===== src/rtl/unstriping.sv =====
// Four-lane receive un-striper: buffers whole symbol sets and re-serializes them lane 0..3 with STP/END framing.
// Optional build macro UNSTRIPING_SKP_DROP_EN suppresses SKP (8'h1C) bytes in their output slot.
module unstriping (
  input  logic       clk,
  input  logic       reset,
  input  logic       validIn,
  input  logic [7:0] RL0,
  input  logic [7:0] RL1,
  input  logic [7:0] RL2,
  input  logic [7:0] RL3,
  output logic       ready,
  output logic [7:0] toDemux,
  output logic       validOut,
  output logic       inPacket,
  output logic       overflow
);

  localparam logic [7:0] IDLE_SYM = 8'h7C;
  localparam logic [7:0] STP_SYM  = 8'hFB;
  localparam logic [7:0] END_SYM  = 8'hFD;
  localparam logic [7:0] SKP_SYM  = 8'h1C;

  typedef enum logic [1:0] {
    S_IDLE  = 2'd0,
    S_LANE1 = 2'd1,
    S_LANE2 = 2'd2,
    S_LANE3 = 2'd3
  } state_t;

  logic [31:0] set_buf_r [2];
  logic        wr_ptr_r;
  logic        rd_ptr_r;
  logic [1:0]  count_r;
  logic [31:0] shift_r;
  logic        pkt_r;
  state_t      state_r;
  state_t      state_nxt_s;

  logic        push_s;
  logic        pop_s;
  logic [7:0]  lane_byte_s;
  logic        slot_valid_s;
  logic        is_skp_s;
  logic        emit_valid_s;
  logic [7:0]  emit_byte_s;
  logic        emit_pkt_s;
  logic        pkt_nxt_s;

  // ready looks only at occupancy, so a full buffer refuses even when a pop happens on the same edge
  assign ready  = !reset && (count_r < 2'd2);
  assign push_s = validIn && ready;

  // Set buffer storage, pointers and occupancy
  always_ff @(posedge clk) begin
    if (reset) begin
      set_buf_r[0] <= 32'h0000_0000;
      set_buf_r[1] <= 32'h0000_0000;
      wr_ptr_r     <= 1'b0;
      rd_ptr_r     <= 1'b0;
      count_r      <= 2'd0;
    end else begin
      if (push_s) begin
        set_buf_r[wr_ptr_r] <= {RL3, RL2, RL1, RL0};
        wr_ptr_r            <= ~wr_ptr_r;
      end
      if (pop_s) begin
        rd_ptr_r <= ~rd_ptr_r;
      end
      case ({push_s, pop_s})
        2'b10:   count_r <= count_r + 2'd1;
        2'b01:   count_r <= count_r - 2'd1;
        default: count_r <= count_r;
      endcase
    end
  end

  // Serializer state register
  always_ff @(posedge clk) begin
    if (reset) begin
      state_r <= S_IDLE;
    end else begin
      state_r <= state_nxt_s;
    end
  end

  // Serializer next-state logic
  always_comb begin
    state_nxt_s = state_r;
    case (state_r)
      S_IDLE: begin
        if (count_r != 2'd0) begin
          state_nxt_s = S_LANE1;
        end else begin
          state_nxt_s = S_IDLE;
        end
      end
      S_LANE1: state_nxt_s = S_LANE2;
      S_LANE2: state_nxt_s = S_LANE3;
      S_LANE3: state_nxt_s = S_IDLE;
      default: state_nxt_s = S_IDLE;
    endcase
  end

  // Serializer slot outputs: lane 0 comes straight from the buffer head, lanes 1..3 from the shift register
  always_comb begin
    pop_s        = 1'b0;
    lane_byte_s  = IDLE_SYM;
    slot_valid_s = 1'b0;
    case (state_r)
      S_IDLE: begin
        if (count_r != 2'd0) begin
          pop_s        = 1'b1;
          lane_byte_s  = set_buf_r[rd_ptr_r][7:0];
          slot_valid_s = 1'b1;
        end else begin
          pop_s        = 1'b0;
          lane_byte_s  = IDLE_SYM;
          slot_valid_s = 1'b0;
        end
      end
      S_LANE1: begin
        lane_byte_s  = shift_r[15:8];
        slot_valid_s = 1'b1;
      end
      S_LANE2: begin
        lane_byte_s  = shift_r[23:16];
        slot_valid_s = 1'b1;
      end
      S_LANE3: begin
        lane_byte_s  = shift_r[31:24];
        slot_valid_s = 1'b1;
      end
      default: begin
        pop_s        = 1'b0;
        lane_byte_s  = IDLE_SYM;
        slot_valid_s = 1'b0;
      end
    endcase
  end

  // Shift register holds the set being emitted
  always_ff @(posedge clk) begin
    if (reset) begin
      shift_r <= 32'h0000_0000;
    end else if (pop_s) begin
      shift_r <= set_buf_r[rd_ptr_r];
    end else begin
      shift_r <= shift_r;
    end
  end

  // SKP suppression keeps the slot but blanks it, so it also never touches framing
  always_comb begin
`ifdef UNSTRIPING_SKP_DROP_EN
    is_skp_s = (lane_byte_s == SKP_SYM);
`else
    is_skp_s = 1'b0;
`endif
    emit_valid_s = slot_valid_s && !is_skp_s;
    if (emit_valid_s) begin
      emit_byte_s = lane_byte_s;
    end else begin
      emit_byte_s = IDLE_SYM;
    end
  end

  // Framing: STP itself is outside the packet, END itself is inside
  always_comb begin
    pkt_nxt_s  = pkt_r;
    emit_pkt_s = 1'b0;
    if (emit_valid_s) begin
      if (pkt_r) begin
        emit_pkt_s = 1'b1;
        if (emit_byte_s == END_SYM) begin
          pkt_nxt_s = 1'b0;
        end else begin
          pkt_nxt_s = 1'b1;
        end
      end else begin
        emit_pkt_s = 1'b0;
        if (emit_byte_s == STP_SYM) begin
          pkt_nxt_s = 1'b1;
        end else begin
          pkt_nxt_s = 1'b0;
        end
      end
    end else begin
      emit_pkt_s = 1'b0;
      pkt_nxt_s  = pkt_r;
    end
  end

  // Registered outputs, packet state and sticky overflow
  always_ff @(posedge clk) begin
    if (reset) begin
      toDemux  <= IDLE_SYM;
      validOut <= 1'b0;
      inPacket <= 1'b0;
      pkt_r    <= 1'b0;
      overflow <= 1'b0;
    end else begin
      toDemux  <= emit_byte_s;
      validOut <= emit_valid_s;
      inPacket <= emit_pkt_s;
      pkt_r    <= pkt_nxt_s;
      overflow <= overflow | (validIn && !ready);
    end
  end

endmodule

===== config.mk =====
export PLATFORM = sky130hd
export DESIGN_NAME = unstriping
export DESIGN_NICKNAME = d
export VERILOG_FILES = /design/src/rtl/unstriping.sv
export SDC_FILE = /design/constraint.sdc
export NUM_CORES = 1
export LEC_CHECK = 0
export CORE_ASPECT_RATIO = 1.25
export CORE_MARGIN = 3
export CORE_UTILIZATION = 56
export CTS_CLUSTER_DIAMETER = 200
export DETAILED_ROUTE_END_ITERATION = 10
export PLACE_DENSITY_LB_ADDON = 0.3
export SKIP_LAST_GASP = 1
export SLEW_MARGIN = 15
export SYNTH_ARGS = -nofsm -noshare
export SYNTH_HDL_FRONTEND = slang
export SYNTH_SLANG_ARGS = --single-unit
export TNS_END_PERCENT = 1

===== constraint.sdc =====
create_clock -name clk -period 4.8 [get_ports clk]
set_input_delay 0.48 -clock clk [delete_from_list [all_inputs] [get_ports clk]]
set_output_delay 0.48 -clock clk [all_outputs]
set_load 0.02 [all_outputs]

### After elaboration in Yosys (flattened, before gate mapping)

Memories as Yosys holds them, arrays and structs flattened. A register that Yosys moved wholly into a read port is not among the register bits.
Cells that the tools add are included.

* register bits after elaboration: 50
* memory bits (writable): 64
* input bits: 35
* output and inout port bits: 12
* word-level logic and storage cells: 59
* memories: 1

* $add $sub $neg: 2
* order comparisons: 1
* eq/ne operators: 7
* multiplexer cells: 23
* bitwise gates (word level): 4
* reduce and logical (&&, ||, !) cells: 11

Memories
* set_buf_r: depth 2, bits a word 32, rd ports 1, clocked after Yosys merged registers in 1, wr ports 2, RTL line 30 `logic [31:0] set_buf_r [2];`

Operators by type and width (number)
* $mux 32: 1
* $pmux 8 s4: 1
* $reduce_or 32->1: 1
* $eq 8x8->1 const B: 2
* $mux 1: 16
* $mux 8: 2
* $pmux 2 s4: 1
* $eq 2x2->1 const B: 3
* $eq 2x1->1 const B: 2
* $pmux 2 s2: 1
* $reduce_bool 2->1: 2
* $logic_and 1x1->1: 3
* $not 1->1: 3
* $reduce_or 3->1: 1
* $add 2x1->2 const B: 1
* $logic_not 1->1: 2
* $logic_not 2->1: 1
* $lt 2x2->1 const B: 1
* $pmux 1 s2: 1
* $reduce_or 2->1: 1
* $sub 2x1->2 const B: 1
* $or 1x1->1: 1

### Longest topological paths before layout

* depth after elaboration: 8
* gate-level depth with buffers: 10
* mapped depth without buffers: 8

### Least setup slack after synthesis

No wires, ideal clock.

* kind: input -> register
* start: input port reset
* end: memory set_buf_r[0][0] (enable)
* library setup time: 466 ps
* data arrival time: 3519 ps
* required time: 4334 ps
* path slack: 816 ps
* stages on the path: 4
* cells stage by stage: clkbuf_1 > nor2_1 > nand2_1 > o21ai_0

RTL lines
* start: declaration: RTL line 5 `input logic reset,`
* end: declaration: RTL line 30

==> qor.yml <==
cp.required_ns: 4.79
cts_tree: "done"
cts_inserted_buffers: 9
relSlewSlack: 0.407
dieHeight_um: 105
power.leakage_uw: 0.00180
rows: 35
root_buffer: "clkbuf_8"
wirelength_um: 7680
whs_ns: 0.500
seqCellArea_um2: 2780
core_um2: 7490
setup_slack_ns: 1.93
hold_viol: 0
crit_buf_inv: 2
firstDrtPassIters: 4
drv_cap: 0
path_class: "in2reg"
netlist.area_leader.share: 0.441
synth-edff-count: 64
cp_top_family: "simple AND/OR/NAND/NOR gates"
avgSynthCellArea_um2: 12.6
dpl.hpwl_um: 5190
min_period_ns: 2.87
arrival_ns: 2.87
wire_per_inst_um: 16.0
grt_max_degree: 57
finish.utilization: 0.671
gr-total-overflow: 0
finalSetupViolations: 0
async_flop_share: 0
diodes: 0
drc_errors: 0
antenna_found_initial: 0
critPathSlowestCell: "and3_1"
syn_nets: 387
rsz0062_at_grt: "false"
place_congestion: 0.839
cp_cell_sequence: "clkdlybuf4s50_1 -> buf_4 -> nor2_1 -> and3_1 -> or2_2"
clk_latency_ns: 0.36
p_per_area_nw_per_um2: 522
slew_viol_final: 0
netlist_area_um2: 4360
fin_crit_sh: 0.599
postCtsHoldBufs: 0
synth-seq-cells: 107
status: "finished, final reports clean"
final_antenna_net_count: 0
vias_per_cell: 5.48
min_path_type: "reg2reg"
vdd_drop_max_mv: 0.375
worstMarginPinSlew_ns: 0.889
h-tree-depth: 3
yosysSeqAreaShare: 0.638
dieArea_um2: 8890
yosysWarnings: 0
p_total_uw: 2620
synthFlopType: "edfxtp_1"
first_global_vias: 2642
layout-drive-gt1-share: 0.0668
synthTopCellsByArea: "edfxtp_1, dfxtp_1, and2_1"
vias: 2635
fin_worst_skew_ns: 0.00880
port_buffers: 46
design.portCount: 47
post_cts_buffers: 0
synth_cell_types: 37
setup_tns_ns: 0
critPathMaxFanout: 37
start_util: 0.582
critPathLaunchType: "input port"
grt_pass1_wl_um: 12600
endpoint_kind: "register"
nets: 424
cts.path.max_buffers: 2
die_x_um: 84.9
clock-sinks: 107
synthCells: 347
path_clk_slew_ns: 0.09
multi_input_area_um2: 1450
synth_top_area_cell: "edfxtp_1"
dpl_worst_slack_ns: 1.48
fmax_mhz: 348
cts_resized: 0
fill_cells: 579
max_stage_delay_ns: 0.77
syn2layout_area_growth_pct: 15.3
drt_first_iter_violations: 162
track_usage: 0.183
-- final cells by class --
class / instances / area share
sequential: 107 / 0.554
multi-input combinational: 211 / 0.289
timing repair buffer: 50 / 0.0976
clock buffer: 9 / 0.0246
tap: 92 / 0.0229
clock inverter: 7 / 0.00871
inverter: 5 / 0.00373
-- final timing paths --
kind                               from                             to  slack (ns)  depth (start not counted)
setup reg to reg  state_r[0]$_SDFF_PP0_        count_r[1]$_SDFFE_PP0P_        2.13                          7
setup / recovery                  reset  set_buf_r[1][8]$_SDFFCE_PN0P_        1.93                          5
hold reg to reg      pkt_r$_SDFFE_PP0P_            inPacket$_SDFF_PP0_        0.50                          1
hold / removal       pkt_r$_SDFFE_PP0P_            inPacket$_SDFF_PP0_        0.50                          1
-- routing by layer --
metal | routed length (µm) | vias up | track usage
met5 | 0 | - | 0
met4 | 226 | 0 | 0.115
met3 | 330 | 19 | 0.0339
met2 | 4050 | 65 | 0.314
met1 | 3070 | 1233 | 0.208
li1 | - | 1318 | -
-- metrics by stage --
| stage | area [µm²] | cells |
|---|---|---|
| 2_1_floorplan | 4360 | 347 |
| 3_3_place_gp | 4860 | 465 |
| 3_5_place_dp | 4860 | 465 |
| 4_1_cts | 5030 | 481 |
| 5_1_grt | 5030 | 481 |
| 6_report | 5030 | 481 |
-- sequential cells by signal, summed over array words and instances (netlist names), named ones only --
name       cells
shift_r       24
wr_ptr_r       1
inPacket       1
overflow       1
validOut       1
set_buf_r     64
state_r        2
rd_ptr_r       1
count_r        2
pkt_r          1
toDemux        8
-- cell usage in the layout (no fill, tap or decap), types with 2 or more instances in the layout --
| cell | count |
|---|---|
| a211oi_1 | 24 |
| a21oi_1 | 6 |
| a222oi_1 | 3 |
| a22oi_1 | 9 |
| and2_1 | 68 |
| buf_4 | 4 |
| clkbuf_8 | 9 |
| clkdlybuf4s50_1 | 46 |
| clkinv_2 | 3 |
| dfxtp_1 | 42 |
| edfxtp_1 | 64 |
| ha_1 | 5 |
| inv_1 | 4 |
| mux2i_1 | 32 |
| nand2_1 | 4 |
| nand2b_1 | 3 |
| nand3_1 | 2 |
| nor2_1 | 32 |
| o21ai_0 | 3 |
| o21ai_2 | 2 |
| o22ai_1 | 3 |
| xnor2_1 | 2 |
| xor2_1 | 2 |
-- worst register-to-register path: cells and delay by family (launching register included) --
kind                       cells  cell delay, ns
buffers and inverters          2            0.72
DFF                            1            0.34
adders and majority gates      2            0.80
and+or+nand+nor                1            0.46
AOI/OAI and AO/OA              2            0.29
-- Yosys cell counts (2+ instances only) --
library cell,number
o21ai_0,4
xor2_1,2
nand3_1,2
and2_1,68
a222oi_1,3
o22ai_1,3
ha_1,5
mux2i_1,32
buf_2,5
nand2_1,4
nand2b_1,3
nor2_1,32
inv_1,4
buf_4,2
xnor2_1,2
edfxtp_1,64
a22oi_1,9
dfxtp_1,43
a211oi_1,24
clkbuf_1,14
a21oi_1,6
-- cell families (layout without fill, tap and decap cells) --
group | count (synthesis) | count (layout) | synth area share
adders and majority gates | 5 | 5 | 0.0143
xor gates and xnor gates | 4 | 4 | 0.00804
AOI/OAI and AO/OA | 55 | 55 | 0.0907
and+or+nand+nor | 115 | 115 | 0.145
DFF | 107 | 107 | 0.638
muxes | 32 | 32 | 0.0735
buffers and inverters | 29 | 71 | 0.0301
-- where the power goes --
part           total (µW)  internal [µW]  leakage [µW]  switching (µW)
registers            1300           1190       0.00102             111
clock network         476            187     0.0000868             290
logic                 843            364      0.000687             479
total                2620           1740       0.00180             880
Power figures use the tool's default switching activity.
